===== config.mk =====
export PLATFORM = sky130hd
export DESIGN_NAME = scb_spi_sched
export DESIGN_NICKNAME = d
export VERILOG_FILES = /design/src/rtl/scb_pkg.sv /design/src/rtl/scb_usec_timer.sv /design/src/rtl/scb_spi_sched.sv
export SDC_FILE = /design/constraint.sdc
export NUM_CORES = 1
export LEC_CHECK = 0
export CORE_AREA = 2 2 321 323
export CTS_BUF_LIST = sky130_fd_sc_hd__clkbuf_4 sky130_fd_sc_hd__clkbuf_8
export DETAILED_ROUTE_END_ITERATION = 12
export DIE_AREA = 0 0 323 325
export PLACE_DENSITY = 0.44
export REMOVE_ABC_BUFFERS = 1
export SLEW_MARGIN = 20
export SYNTH_ARGS = -nofsm -noshare
export SYNTH_HDL_FRONTEND = slang
export SYNTH_SLANG_ARGS = --single-unit

===== constraint.sdc =====
create_clock -name clk -period 2.3 [get_ports clk]
set_clock_uncertainty 0.15 [all_clocks]
set_input_delay 0.46 -clock clk [delete_from_list [all_inputs] [get_ports clk]]
set_output_delay 0.46 -clock clk [all_outputs]
set_load 0.02 [all_outputs]

===== src/rtl/scb_pkg.sv =====
// Shared types and constants for the SCB SPI command scheduler.
// Sized for the slow-control-board SPI engine command port.
package scb_pkg;

   localparam int SCB_CMD_W   = 136;
   localparam int SCB_RD_W    = 128;
   localparam int SCB_LEN_MAX = 16;

   typedef enum logic [2:0] {
      S_IDLE,
      S_LOAD,
      S_REQ,
      S_REL,
      S_DONE
   } state_t;

endpackage


===== src/rtl/scb_usec_timer.sv =====
// Microsecond tick counter with clear, enable and terminal-count pulse.
// tc fires on the tick that would take the count to TERM, then it wraps.
module scb_usec_timer #(
   parameter int TERM = 1000,
   parameter int W    = $clog2(TERM + 1)
) (
   input  logic clk,
   input  logic rst,
   input  logic clr,
   input  logic en,
   input  logic tick,
   output logic tc
);

   logic [W-1:0] count;

   assign tc = en && tick && (count == W'(TERM - 1));

   always_ff @(posedge clk) begin
      if (rst || clr) begin
         count <= '0;
      end else if (en && tick) begin
         count <= tc ? '0 : count + 1'b1;
      end
   end

endmodule


===== src/rtl/scb_spi_sched.sv =====
// Arbitrates host writes and periodic monitor readouts onto the single
// SCB SPI engine command port, with a per-transaction watchdog.
module scb_spi_sched
   import scb_pkg::*;
#(
   parameter int MON_PERIOD_US = 1000,
   parameter int TIMEOUT_US    = 5000,
   parameter int MAX_LEN       = SCB_LEN_MAX
) (
   input  logic                 clk,
   input  logic                 rst,
   input  logic                 usec_tick,
   input  logic                 hst_req,
   input  logic [SCB_CMD_W-1:0] hst_cmd,
   input  logic [7:0]           hst_len,
   output logic                 hst_done,
   output logic                 hst_err,
   output logic [SCB_RD_W-1:0]  hst_rdata,
   input  logic                 mon_en,
   input  logic [SCB_CMD_W-1:0] mon_cmd,
   input  logic [7:0]           mon_len,
   output logic [SCB_RD_W-1:0]  mon_rdata,
   output logic                 mon_valid,
   output logic                 timeout_err,
   input  logic                 err_clr,
   output logic                 busy,
   input  logic                 scb_en,
   input  logic                 scb_command_dac_finish,
   output logic                 command_dacset,
   output logic [SCB_CMD_W-1:0] SCB_SPICMD,
   output logic [7:0]           SCB_SPILENGTH,
   input  logic [SCB_RD_W-1:0]  SCB_SPIREAD
);

   state_t state;
   state_t state_nx;

   logic mon_pend;
   logic mon_tc;
   logic wd_tc;
   logic last_mon;
   logic own_mon;
   logic hst_ok;
   logic hst_bad;
   logic pick_mon;
   logic arb;
   logic grant_h;
   logic grant_m;
   logic reject;
   logic enter_done;

   // hst_req is a level held until it sees hst_done; ignore that cycle
   assign hst_ok   = hst_req && !hst_done;
   assign hst_bad  = hst_len > 8'(MAX_LEN);
   assign pick_mon = mon_pend && (!hst_ok || !last_mon);
   assign arb      = (state == S_IDLE) && scb_en;
   assign grant_m  = arb && pick_mon;
   assign grant_h  = arb && hst_ok && !pick_mon && !hst_bad;
   assign reject   = arb && hst_ok && !pick_mon && hst_bad;

   scb_usec_timer #(.TERM(MON_PERIOD_US)) u_mon_tmr (
      .clk  (clk),
      .rst  (rst),
      .clr  (!mon_en),
      .en   (mon_en),
      .tick (usec_tick),
      .tc   (mon_tc)
   );

   scb_usec_timer #(.TERM(TIMEOUT_US)) u_wd_tmr (
      .clk  (clk),
      .rst  (rst),
      .clr  (state == S_LOAD),
      .en   ((state == S_REQ) || (state == S_REL)),
      .tick (usec_tick),
      .tc   (wd_tc)
   );

   always_ff @(posedge clk) begin
      if (rst) begin
         state <= S_IDLE;
      end else begin
         state <= state_nx;
      end
   end

   always_comb begin
      state_nx = state;
      unique case (state)
         S_IDLE: begin
            if (grant_h || grant_m) state_nx = S_LOAD;
         end
         S_LOAD: state_nx = S_REQ;
         S_REQ: begin
            if (wd_tc)                       state_nx = S_DONE;
            else if (scb_command_dac_finish) state_nx = S_REL;
         end
         S_REL: begin
            if (wd_tc)                                 state_nx = S_DONE;
            else if (!scb_command_dac_finish && scb_en) state_nx = S_DONE;
         end
         S_DONE:  state_nx = S_IDLE;
         default: state_nx = S_IDLE;
      endcase
   end

   assign enter_done = (state_nx == S_DONE) && (state != S_DONE);

   always_ff @(posedge clk) begin
      if (rst) begin
         hst_done       <= 1'b0;
         hst_err        <= 1'b0;
         hst_rdata      <= '0;
         mon_rdata      <= '0;
         mon_valid      <= 1'b0;
         mon_pend       <= 1'b0;
         timeout_err    <= 1'b0;
         busy           <= 1'b0;
         command_dacset <= 1'b0;
         SCB_SPICMD     <= '0;
         SCB_SPILENGTH  <= '0;
         own_mon        <= 1'b0;
         last_mon       <= 1'b1;
      end else begin
         hst_done  <= 1'b0;
         hst_err   <= 1'b0;
         mon_valid <= 1'b0;

         if (reject) begin
            hst_done <= 1'b1;
            hst_err  <= 1'b1;
         end

         if (grant_h || grant_m) begin
            SCB_SPICMD    <= grant_m ? mon_cmd : hst_cmd;
            SCB_SPILENGTH <= grant_m ? mon_len : hst_len;
            own_mon       <= grant_m;
            last_mon      <= grant_m;
            busy          <= 1'b1;
         end

         if (state == S_LOAD) command_dacset <= 1'b1;

         // a watchdog expiry on the finish edge discards the read-back
         if (state == S_REQ && scb_command_dac_finish && !wd_tc) begin
            command_dacset <= 1'b0;
            if (own_mon) mon_rdata <= SCB_SPIREAD;
            else         hst_rdata <= SCB_SPIREAD;
         end

         if (wd_tc) command_dacset <= 1'b0;

         if (wd_tc)        timeout_err <= 1'b1;
         else if (err_clr) timeout_err <= 1'b0;

         if (enter_done) begin
            hst_done  <= !own_mon;
            hst_err   <= !own_mon && wd_tc;
            mon_valid <= own_mon && !wd_tc;
         end

         if (state == S_DONE) busy <= 1'b0;

         if (!mon_en)                          mon_pend <= 1'b0;
         else if (state == S_DONE && own_mon) mon_pend <= 1'b0;
         else if (mon_tc)                      mon_pend <= 1'b1;
      end
   end

endmodule

==> results of run 1 <==
## cell usage after synthesis
cell       count
and4_1         2
nor4bb_1       1
nand3b_1       2
a211oi_1      61
nand3_1       89
o211ai_1       3
buf_1          2
nor4_1         6
mux2i_1      256
o2111ai_1      1
inv_1          3
or4b_4         1
nor2_1       163
a31oi_1       61
or4_1          3
nand4_1        8
a311oi_1      82
a221oi_1       1
buf_4          6
ha_1           2
o21ai_0      143
nand2b_1     392
xor2_1         7
nor3b_1        2
buf_2         33
nand2_1       23
or3_1          3
a21oi_1       12
nor3_4         1
dfxtp_1      435
o41ai_1        1
nor2b_1        5
a21o_1         1
nand4b_1       2
o22ai_1        2
nor3_1         8
xnor2_1       10
nor4b_1        1
clkbuf_1     149
and4b_1        2
a211o_1        2
and3_1         4
o31ai_1        1
and2_1         1
## where the power goes
group          leakage, µW  switching, µW  internal (µW)  total [µW]
clock              0.00100           3570           5090        8660
combinational      0.00904            640            988        1630
sequential         0.00350           18.8           7570        7590
total               0.0135           4230          13700       17900
## repair_timing
| action | 4_1_cts | 5_1_grt |
|---|---|---|
| cloned | 2 | 0 |
| endpoints found under the hold margin | 3 | 0 |
| setup endpoints to repair | 486 | 181 |
| buffers inserted | 4 | 0 |
| pin swaps | 4 | 29 |
| hold buffers | 1 | 0 |
| gates resized for setup | 413 | 53 |
## final cells by class
class / instances / area share (%)
clock buffer: 144 / 5.58
tap: 1368 / 5.45
sequential: 435 / 27.8
clock inverter: 8 / 0.395
antenna: 15 / 0.120
multi-input combinational: 1365 / 29.7
inverter: 3 / 0.0359
timing repair buffer: 993 / 30.9
## worst min path at each step
stage / from / end / depth (start not counted)
after floorplan: u_wd_tmr.count[12]$_SDFFE_PP0P_ / u_wd_tmr.count[12]$_SDFFE_PP0P_ / 2
after global placement: mon_rdata[107]$_SDFFE_PP0P_ / mon_rdata[107]$_SDFFE_PP0P_ / 2
after detailed placement: hst_rdata[14]$_SDFFE_PP0P_ / hst_rdata[14]$_SDFFE_PP0P_ / 2
after CTS: hst_cmd[0] / SCB_SPICMD[0]$_SDFFE_PP0P_ / 3
after global routing: mon_cmd[114] / SCB_SPICMD[114]$_SDFFE_PP0P_ / 3
final: hst_cmd[0] / SCB_SPICMD[0]$_SDFFE_PP0P_ / 3
## worst min-delay path: stages
cell and delay [ns]:
clkdlybuf4s50_1 0.40, nand3_1 0.07, a311oi_1 0.08
## layer usage
layer,wire [µm],share of wire [%],up-vias
li1,-,-,8810
met1,34700,39,8798
met2,42000,48,752
met3,8830,10,149
met4,2540,2.9,20
met5,137,0.16,-
## stage by stage
stage | power [µW] | instances | TNS, ns
finish | 17900 | 4331 | -0.0193
CTS | 18300 | 4317 | 0
global placement | 9340 | 4158 | -132.15
floorplan | 8120 | 1803 | -1451.19
global route | 18700 | 4328 | -1.34
detailed placement | 9360 | 4158 | -137.18
## cell families (layout without fill, tap and decap cells)
family / Yosys count / count (layout)
buffers and inverters: 193 / 1148
adder cells (fa/ha/maj): 2 / 2
multiplexers: 256 / 256
AND/OR/NAND/NOR: 719 / 719
flip-flops: 435 / 435
other: 0 / 15
XOR/XNOR: 17 / 17
AO/OA/AOI/OAI: 371 / 371
## state kept, by name (all words and copies together) (netlist names)
| register | flops |
|---|---|
| SCB_SPICMD | 136 |
| hst_rdata | 128 |
| mon_rdata | 128 |
| u_wd_tmr.count | 13 |
| u_mon_tmr.count | 10 |
| SCB_SPILENGTH | 8 |
| state | 3 |
| busy | 1 |
| command_dacset | 1 |
| hst_done | 1 |
| hst_err | 1 |
| last_mon | 1 |
| mon_pend | 1 |
| mon_valid | 1 |
| own_mon | 1 |
| timeout_err | 1 |
==> results.md, run 1 <==
GRT:
- The global-route wire length before repair is 129000 µm.
- Global routing consumed, over all layers together, 16.2% of the routing resources.
- The fraction of met1 tracks used by global routing is 18.3%.
- The number of global-route vias before repair is 19400.
- The met3 capacity usage during global routing is 6.44%.
- The global-route met2 utilization is 27.0%.
- In this run the most used layer during global routing was met2.
- The initial antenna violation count is 34.
- The aggregate global routing overflow is 0.
- The maximum number of pins on one net before global-route repair is 87.

Placed design:
- Summing all placed instances gives a cell area of 29700 µm².
- Routability-driven placement finished with a final weighted congestion of 0.908.
- Detailed placement ended at an HPWL of 67200 µm.
- At the placement stage, the worst setup path has a slack of -0.601 ns.
- The count of buffers added on input and output ports is 829.

CTS:
- In this run, CTS created clock tree buffers numbering 87.
- The clock tree buffer depth is 3.
- The clock net in this run drives a total of 435 sinks.
- Clock tree synthesis selected as its root buffer the cell clkbuf_8.
- CTS built an H-tree with a depth of 3.
- The clock tree from TritonCTS is yes.
- After clock tree synthesis, the clock-pin slew on the worst setup and hold paths is 0.06 ns.
- The worst-skew pair later-pin latency is 0.71 ns.

Layout:
- The core utilization of the finished layout is 31.0%.
- The most common cell after layout, fill and taps aside is dfxtp_1.
- The final design area excluding fillers is 31400 µm².
- The final layout contains 3311 nets.
- In the layout the commonest cells are dfxtp_1 (433), clkdlybuf4s50_1 (422), dlygate4sd2_1 (405).
- The layout cell share with drive strength beyond 1 is 12.0%.
- The area taken by flip-flops and latches is 8710 µm².
- The post-synthesis to final-layout area growth is 68.5%.
- The area occupied by multi-input gates is 9330 µm².
- The filler cell count in the final layout is 10700.

Logic synthesis:
- The synthesized design devotes to its leading area cell type 46.8% of total area.
- Yosys attributes the largest share of cell area to dfxtp_1 (47%), mux2i_1 (14%), nand2b_1 (13%).
- The dominant combinational cell family by area after synthesis is simple AND/OR/NAND/NOR gates.
- The compound-cell area share of the yosys netlist is 13.0%.
- The post-synthesis instance total is 1993.
- After synthesis the netlist holds a flip-flop and latch count of 435.
- The sequential-to-total area share from yosys stat is 46.8%.
- The cell accounting for the most synthesized area is dfxtp_1.
- In this run the mean area of a mapped cell was 9.34 µm².
- The synthesized netlist devotes 0.134% of its cell area to adder and majority cells.
- The mux share of post-synthesis cell area is 13.8%.
- After synthesis the cells add up to 18600 µm².
- The post-synthesis share of cell area spent on and, or, nand and nor gates is 21.3%.
- The number of distinct library cell variants in the gate-level netlist after synthesis is 44.
- Summing the areas of all xor and xnor instances in the mapped netlist gives 0.800% of the synthesized area.
- The number of warnings printed during yosys synthesis is 0.

Worst setup path:
- The end of the worst register-to-register path is SCB_SPICMD[51]$_SDFFE_PP0P_.
- The worst register-to-register path begins at state[1]$_SDFF_PP0_.
- Counting cells, the worst reg-to-reg path comes to 5.
- For the worst setup path, the data required time is 2.72 ns.
- Counting both buffers and inverters, the worst setup path holds a total of 1.
- The minimum setup slack among reg-to-reg paths is -0.02 ns.
- For this design, the slowest cell found on the critical path is or4b_4.
- Following the worst setup path forward leads to its endpoint at SCB_SPICMD[51]$_SDFFE_PP0P_.
- The critical path startpoint category is a flip-flop.
- The largest fanout on the critical path is 64.
- Grouping stages by cell kind, the critical path spends the most delay in simple AND/OR/NAND/NOR gates.
- The category of the worst setup path capture point is a flip-flop.
- The worst stage delay on the critical path is 0.57 ns.
- The critical path crosses 5 cells after its start point.
- The critical path startpoint is state[1]$_SDFF_PP0_.
- The worst endpoint data arrival time is 2.73 ns.
- The startpoint-to-endpoint class of the critical path is reg -> reg.
- The critical path goes through or4b_4, or3_4, buf_16, o21ai_1, a311oi_2.

STA:
- The max-slew violation count is 0.
- Setup repair after global routing could not meet its margin everywhere.
- Hold timing on the final database bottoms out at a slack of 0.199 ns.
- The final critical path time including I/O delays and setup is 2.32 ns.
- In the post-route analysis, the smallest setup slack over all paths is -0.0193 ns.
- The count of endpoints failing setup in the final report is 1.
- Dividing the final minimum period by the clock period gives 101%.
- For the pin with the worst max-slew slack, the measured transition is 0.496 ns.
- Static timing analysis puts the maximum clock frequency at 431 MHz.
- The remaining max-slew budget at the tightest pin is 66.9%.
- The number of hold-slack violations in the final timing report was 0.

Detailed routing:
- The final routed DRC violation total is 0.
- The number of antenna-violating nets in the routed design is 0.
- The length of the first detailed-routing pass in iterations is 5.
- The per-cell via count in the routed design is 4.28.
- The average wire length per cell after detail routing is 20.4 µm.
- For this block, the routed nets add up to 88200 µm of wire.
- The via count is 18500.
- The detailed router finished its first iteration with 735 violations.

Die:
- The die covers 105000 µm².
- From left edge to right edge, the die measures 323 µm.
- For this configuration, the core starts out at a cell density of 18.4%.
- Pin placement for this block handled 830 I/O pins.
- The die span in y is 325 µm.
- After floorplanning, the core was sized to cover 101000 µm².
- The row count is 117.

Pwr:
- The power density of the placed cells is 570 nW/µm².
- The reported leakage power is 0.0135 µW.
- IR analysis of the VDD net gives a maximum drop of 0.000298 V.

Min path:
- The type of the most critical hold path is in -> reg.

Run status:
- The run finished, with violations left.
- The checks that failed: negative setup slack.

Job:
- Across the run, the number of max-cap violations was 0.
Note: power is estimated with default switching activity, not from simulation.
==> run 2, diff against run 1 <==
TNS_END_PERCENT = 50   (was unset)
==> results.md, run 2 (synthesized netlist as in run 1, its figures left out) <==
Run status:
- The run finished, with violations left.
- The checks that failed: negative setup slack.

CTS:
- The longest clock path from root to sink contains 3 buffers.
- The TritonCTS buffer count is 87.
- The master cell of the clock root buffer is clkbuf_8.
- TritonCTS built the clock tree.
- Counting every sink on the clock net gives 435.
- For the worst-skew pair, the clock arrives at the later sink with an insertion delay of 0.71 ns.
- The clock-pin transition on the worst setup and hold timing paths is 0.06 ns.
- CTS built an H-tree with a depth of 3.

Detailed routing:
- The number of antenna-violating nets in the routed design is 0.
- After detailed routing, the met3 layer carries 8630 µm of wire.
- Summed over all layers, the routed wires come to 87900 µm.
- The per-cell via count in the routed design is 4.28.
- Wire segments on met2 add up to 42200 µm in the final route.
- The length of the first detailed-routing pass in iterations is 5.
- For this block, the initial DRC count from the detailed router was 736.
- The detailed router put a total of 34800 µm of wire on met1.
- In the routed design, unresolved DRC markers number 0.
- The uppermost metal layer occupied by signal nets is met5.
- For this block, the via count after detailed routing is 18500.
- The average wire length per cell after detail routing is 20.3 µm.

Worst setup path:
- The launch point of the worst reg-to-reg path is state[0]$_SDFF_PP0_.
- The category of the worst setup path capture point is a flip-flop.
- The worst setup path is launched from a flip-flop.
- The critical path startpoint is state[0]$_SDFF_PP0_.
- The data required time of the critical path is 2.72 ns.
- The worst endpoint data arrival time is 2.75 ns.
- In this run the worst path has a maximum fanout of 64.
- The worst setup path is of the reg -> reg kind.

Layout:
- The register with the most flip-flops in the layout has 136 of them.
- The layout cell share with drive strength beyond 1 is 11.4%.
- Compared with the post-synthesis result, the final layout area differs by 67.6%.
- After routing the design area is 31200 µm².
- The most common cell after layout, fill and taps aside is dfxtp_1.
- The net count of the finished layout is 3310.
- The largest registers in the layout are SCB_SPICMD: 136 flops, hst_rdata: 128 flops, mon_rdata: 128 flops.
- Fill cells in the final layout number 10800.
- The register with the most flip-flops in the final layout is SCB_SPICMD.
- Leaving out fill and tap cells, the most frequent cells in the layout are dfxtp_1 (433), clkdlybuf4s50_1 (422), dlygate4sd2_1 (405).

Die:
- During I/O placement, the number of pins put on the boundary was 830.
- The area of the core is 101000 µm².
- The area of the die is 105000 µm².
- The initial utilization of the core area, before any placement, comes to 18.4%.
- The die boundary width is 323 µm.
- The floorplan has 117 rows.
- From bottom edge to top edge, the die measures 325 µm.

Min path:
- The worst hold path begins at hst_cmd[0].
- The type of the most critical hold path is in -> reg.

STA:
- The tightest hold margin is 0.195 ns.
- The number of hold-slack violations in the final timing report was 0.
- The upper clock frequency limit is 429 MHz.
- The post-route fraction of the period consumed by the critical path is 101%.
- The pin slew with the least headroom to its limit is 0.483 ns.
- The max-slew violation count was 0.
- Once routing completed, OpenROAD measured the worst setup slack at -0.0285 ns.
- Setup repair after global routing could not meet its margin everywhere.
- Setup violations remaining at the end of the flow were counted as 8.
- The worst path in the final design needs a cycle of 2.33 ns, including I/O delays and setup.
- The worst pin sits at a relative slew slack of 67.8%.

Pwr:
- Summing internal, switching and leakage power gives 17900 µW.
- In this run the power density over the cells is 572 nW/µm².
- For this design the static power due to leakage is 0.0135 µW.
- The peak supply drop is 0.000298 V.

Placed design:
- The wire-length estimate of the detail-placed layout is 67200 µm.
- Routability-driven placement finished with a final weighted congestion of 0.908.
- During placement, the flow inserted port buffers numbering 829.
- The placed instances occupy a cell area of 29700 µm².

GRT:
- The aggregate global routing overflow is 0.
- The first global-routing pass estimated 128000 µm of wire.
- The initial antenna violation count is 33.
- The number of global-route vias before repair came to 19400.
- Global routing used 16.1% of the available tracks.
- Entering global routing, the biggest net connects 87 pins.

Job:
- The tool flagged a number of max-cap violations equal to 0.
-- run 2: area by class of cell --
| cell class | count | area (µm²) | area share [%] |
|---|---|---|---|
| repair buffers | 992 | 9640 | 30.9 |
| multi-input cells | 1365 | 9230 | 29.6 |
| flip-flops and latches | 435 | 8710 | 27.9 |
| clock buffers | 144 | 1750 | 5.61 |
| well taps | 1368 | 1710 | 5.48 |
| clock inverters | 8 | 124 | 0.397 |
| diodes | 16 | 40.0 | 0.128 |
| inverters | 3 | 11.3 | 0.0361 |
-- run 2: critical path: stages, from the launching register on --
cell and delay, ns:
dfxtp_2 0.32, or4b_4 0.57, or3_4 0.51, buf_12 0.21, o21ai_1 0.24, a311oi_2 0.12
-- run 2: stage by stage --
stage               util, %  setup TNS (ns)  worst slack (ns)  instances
floorplan                 -        -1451.19             -7.46       1803
global placement       29.3         -132.15            -0.577       4158
detailed placement     29.3         -137.18            -0.601       4158
CTS                    30.7         -0.0473           -0.0418       4311
global route           30.8           -2.23           -0.0853       4326
finish                 30.8         -0.0568           -0.0285       4331
-- run 2: path summary, 6_finish.rpt --
check                                end  slack [ns]  cells past startpoint
max reg2reg  SCB_SPICMD[51]$_SDFFE_PP0P_       -0.03                      5
min reg2reg   mon_rdata[96]$_SDFFE_PP0P_        0.32                      2
min           SCB_SPICMD[0]$_SDFFE_PP0P_        0.19                      3
max          SCB_SPICMD[51]$_SDFFE_PP0P_       -0.03                      5
-- run 2: routing by layer --
metal  global-route usage, %  vias to the layer above
met5                       0                        -
met4                    6.22                       20
met3                    6.37                      143
met2                    26.7                      759
met1                    18.3                     8801
li1                        -                     8812
-- run 2: what timing repair did --
item,CTS,global route
setup buffers,0,3
hold buffers,1,0
gates cloned,0,1
endpoints found under the setup margin,486,165
resized for setup,411,33
hold endpoints to repair,3,0
pin swaps,4,6
-- run 2: report_power, final --
part	total (µW)	internal [µW]	switching, µW
Combinational	1600	970	633
Sequential	7590	7570	18.7
Clock	8670	5090	3580
Total	17900	13600	4230
==> run 3, diff against run 2 <==
CORE_AREA = 2 2 325 327   (was 2 2 321 323)
CTS_CLUSTER_SIZE = 24   (was unset)
DIE_AREA = 0 0 327 329   (was 0 0 323 325)
PLACE_DENSITY = 0.42   (was 0.44)
SYNTH_HIERARCHICAL = 1   (was unset)
==> results.md, run 3 <==
Run status:
- The flow ran to the end, but the final reports show violations.
- The final reports fail on negative setup slack.

Logic synthesis:
- The area fraction of the dominant cell type after synthesis is 51.1%.
- The most common cell in the netlist is nand2_1.
- Counting every instance in the synthesized netlist gives 2136.
- Yosys printed 6 warnings.
- Ranked by instance count, the synthesized netlist is headed by nand2_1 (530), dfxtp_1 (435), a21oi_1 (269).
- In this run, synthesis inferred 0 flip-flops with an integrated enable.
- The async set-or-reset flop fraction in the synthesized netlist is 0%.
- By area the synthesized netlist is led by dfxtp_1 (51%), nand2_1 (12%), a21oi_1 (7.9%).
- The sequential-to-total area share from yosys stat is 51.1%.
- The synthesis-stage register bit count is 435.
- Summing every instance area after synthesis gives 17000 µm².
- After synthesis, the netlist uses 52 different library cells.
- The synthesized design spends more area on one cell type than any other, namely dfxtp_1.
- Each instance of the synthesized netlist takes up on average 7.98 µm².
- The primary flip-flop cell chosen by synthesis mapping is dfxtp_1.

STA:
- The minimum setup slack in the final design is -0.313 ns.
- For the pin with the worst max-slew slack, the measured transition is 0.751 ns.
- Setup repair after global routing could not meet its margin everywhere.
- In the finished design, the share of the clock period the worst path needs comes to 114%.
- The number of hold-slack violations in the final timing report is 0.
- The final critical path time including I/O delays and setup is 2.61 ns.
- The upper clock frequency limit is 383 MHz.
- The max-slew violation count is 0.
- The remaining max-slew budget at the tightest pin is 49.7%.
- Setup violations remaining at the end of the flow were counted as 516.

Die:
- During I/O placement, the number of pins put on the boundary was 830.
- The die boundary width is 327 µm.
- The total area inside the core boundary comes to 104000 µm².
- The die covers 108000 µm².
- After floorplanning, the core was divided into 119 placement rows.
- The initial core utilization is 16.3%.
- The floorplan step set the die height to 329 µm.

Layout:
- The count of cells in the finished layout, fillers not included, comes to 4585.
- The filler cell count in the final layout is 11100.
- Compared with the post-synthesis result, the final layout area differs by 85.3%.
- The area occupied by multi-input gates is 7770 µm².
- The register with the most flip-flops in the layout has 136 of them.
- Once layout is complete, the utilization of the core stands at 30.3%.
- The sequential cells in the finished layout cover a total of 8710 µm².
- In the layout the commonest cells are clkdlybuf4s50_1 (820), nand2_1 (512), dfxtp_1 (431).
- The largest registers in the layout are SCB_SPICMD: 136 flops, hst_rdata: 128 flops, mon_rdata: 128 flops.
- The layout cell share with drive strength beyond 1 is 15.6%.
- The final design area excluding fillers is 31600 µm².
- Ranked by flip-flop count, first place goes to SCB_SPICMD.
- In the final design database the tool counted 3543 nets.
- The library cell used most frequently in the layout, excluding fill and tap cells, is clkdlybuf4s50_1.

Worst setup path:
- The worst setup path is of the reg -> reg kind.
- The critical path startpoint category is a flip-flop.
- The number of buffers and inverters on the critical path is 3.
- The worst endpoint data arrival time is 3.03 ns.
- The standard cell with the maximum stage delay on the critical path is or3_4.
- Along the worst path, the maximum fanout reaches 31.
- The data required time of the critical path is 2.72 ns.
- The kind of cell with the highest combined delay along the critical path is simple AND/OR/NAND/NOR gates.
- Walking the worst path, the cells encountered are ha_4, and4_1, nand4b_1, inv_1, or3b_4, buf_6, or3_4, buf_12, nand2_1, a21oi_1.
- The category of the worst setup path capture point is a flip-flop.
- For this run, the slowest stage of the critical path takes 0.50 ns.

CTS:
- CTS saw 435 sinks.
- The clock tree from TritonCTS is yes.
- The H-tree was split into 3 levels.
- Clock-pin slew was measured on the worst setup and hold paths at 0.06 ns.
- At the later pin of the worst-skew pair, clock insertion delay measures 0.70 ns.
- The TritonCTS buffer count is 87.
- In this run the clock root is driven by a clkbuf_8.
- The clock tree buffer depth is 3.

GRT:
- The number of global-route vias before repair is 19000.
- The initial antenna violation count was 31.
- The overall global routing resource usage is 16.7%.
- Entering global routing, the biggest net connects 67 pins.
- The aggregate global routing overflow is 0.
- The global-route wire length before repair is 134000 µm.

Pwr:
- IR analysis of the VDD net gives a maximum drop of 0.000328 V.
- The overall power consumption is 17900 µW.
- The power density of the placed cells is 566 nW/µm².
- For this design the static power due to leakage is 0.0107 µW.

Min path:
- The path class of the tightest hold or removal check is in -> reg.

Placed design:
- The post-placement cell area is 28200 µm².
- The weighted congestion reported at the end of routability-driven placement is 0.841.
- The detailed placer's ending HPWL is 72200 µm.
- The number of buffers inserted by port buffering is 829.
- The count of placed standard cells including taps is 4358.
- Timing analysis after detailed placement gives a worst setup slack of -0.765 ns.

Job:
- The max-capacitance violation count is 0.

Detailed routing:
- The total met2 wirelength after detailed routing is 49100 µm.
- Detailed routing inserted a total of 19700 vias.
- The total length of routed met3 wires is 8860 µm.
- The uppermost metal layer occupied by signal nets is met5.
- The number of DRC violations after detailed-routing iteration 0 is 952.
- The final routed DRC violation total is 0.
- The average wire length per cell after detail routing is 22.2 µm.
- The detail route stage leaves a number of antenna-violating nets equal to 0.
- The per-cell via count in the routed design is 4.30.
- Wires add up to 102000 µm.
- The first detailed-routing pass took 5 iterations.
- The wire length the detailed router placed on met1 is 41700 µm.
run 3: cell type report:
cell class | instances | area share (%)
timing repair buffer | 1087 | 36.1
multi-input combinational | 1497 | 24.6
antenna | 9 | 0.0713
clock inverter | 19 | 0.483
clock buffer | 138 | 5.52
sequential | 435 | 27.6
tap | 1391 | 5.51
inverter | 9 | 0.107
run 3: power breakdown:
group | total, µW | internal, µW | switching [µW] | leakage (µW)
Sequential | 7590 | 7570 | 19.7 | 0.00351
Clock | 8680 | 4930 | 3750 | 0.00101
Combinational | 1610 | 921 | 692 | 0.00619
run 3: cells by family after synthesis:
kind of cell,synth area share [%]
and+or+nand+nor,19.8
AOI/OAI and AO/OA,22.9
DFF,51.1
buffers and inverters,5.45
xor gates and xnor gates,0.617
adders and majority gates,0.147
run 3: path summary, 6_finish.rpt:
kind / start / slack, ns / end / cells after the start
min: mon_len[6] / 0.18 / SCB_SPILENGTH[6]$_SDFFE_PP0P_ / 3
min reg2reg: hst_rdata[23]$_SDFFE_PP0P_ / 0.30 / hst_rdata[23]$_SDFFE_PP0P_ / 2
max: u_wd_tmr/count[0]$_SDFFE_PP0P_ / -0.31 / hst_rdata[70]$_SDFFE_PP0P_ / 10
max reg2reg: u_wd_tmr/count[0]$_SDFFE_PP0P_ / -0.31 / hst_rdata[70]$_SDFFE_PP0P_ / 10
run 3: worst min-delay path, cell delays in order:
cell             delay [ns]
clkdlybuf4s50_1        0.40
nand2_1                0.06
a21oi_1                0.06
run 3: layer usage:
metal  vias up  track usage, %
li1       9425               -
met1      9342            20.5
met2       820            27.8
met3       134            6.30
met4        12            3.90
met5         -               0
run 3: stage by stage:
| stage | TNS [ns] | hold WS (ns) |
|---|---|---|
| finish | -96.33 | 0.175 |
| global route | -179.01 | 0.0946 |
| CTS | -124.81 | 0.0731 |
| detailed placement | -260.11 | 0.296 |
| global placement | -248.63 | 0.291 |
| floorplan | -2563.14 | 0.302 |
run 3: what timing repair did:
item | CTS | global route
endpoints found under the hold margin | 19 | 0
hold buffers | 1 | 0
cloned | 5 | 31
setup endpoints to repair | 807 | 814
buffers inserted | 19 | 9
pin swaps | 21 | 33
gates resized for setup | 55 | 84
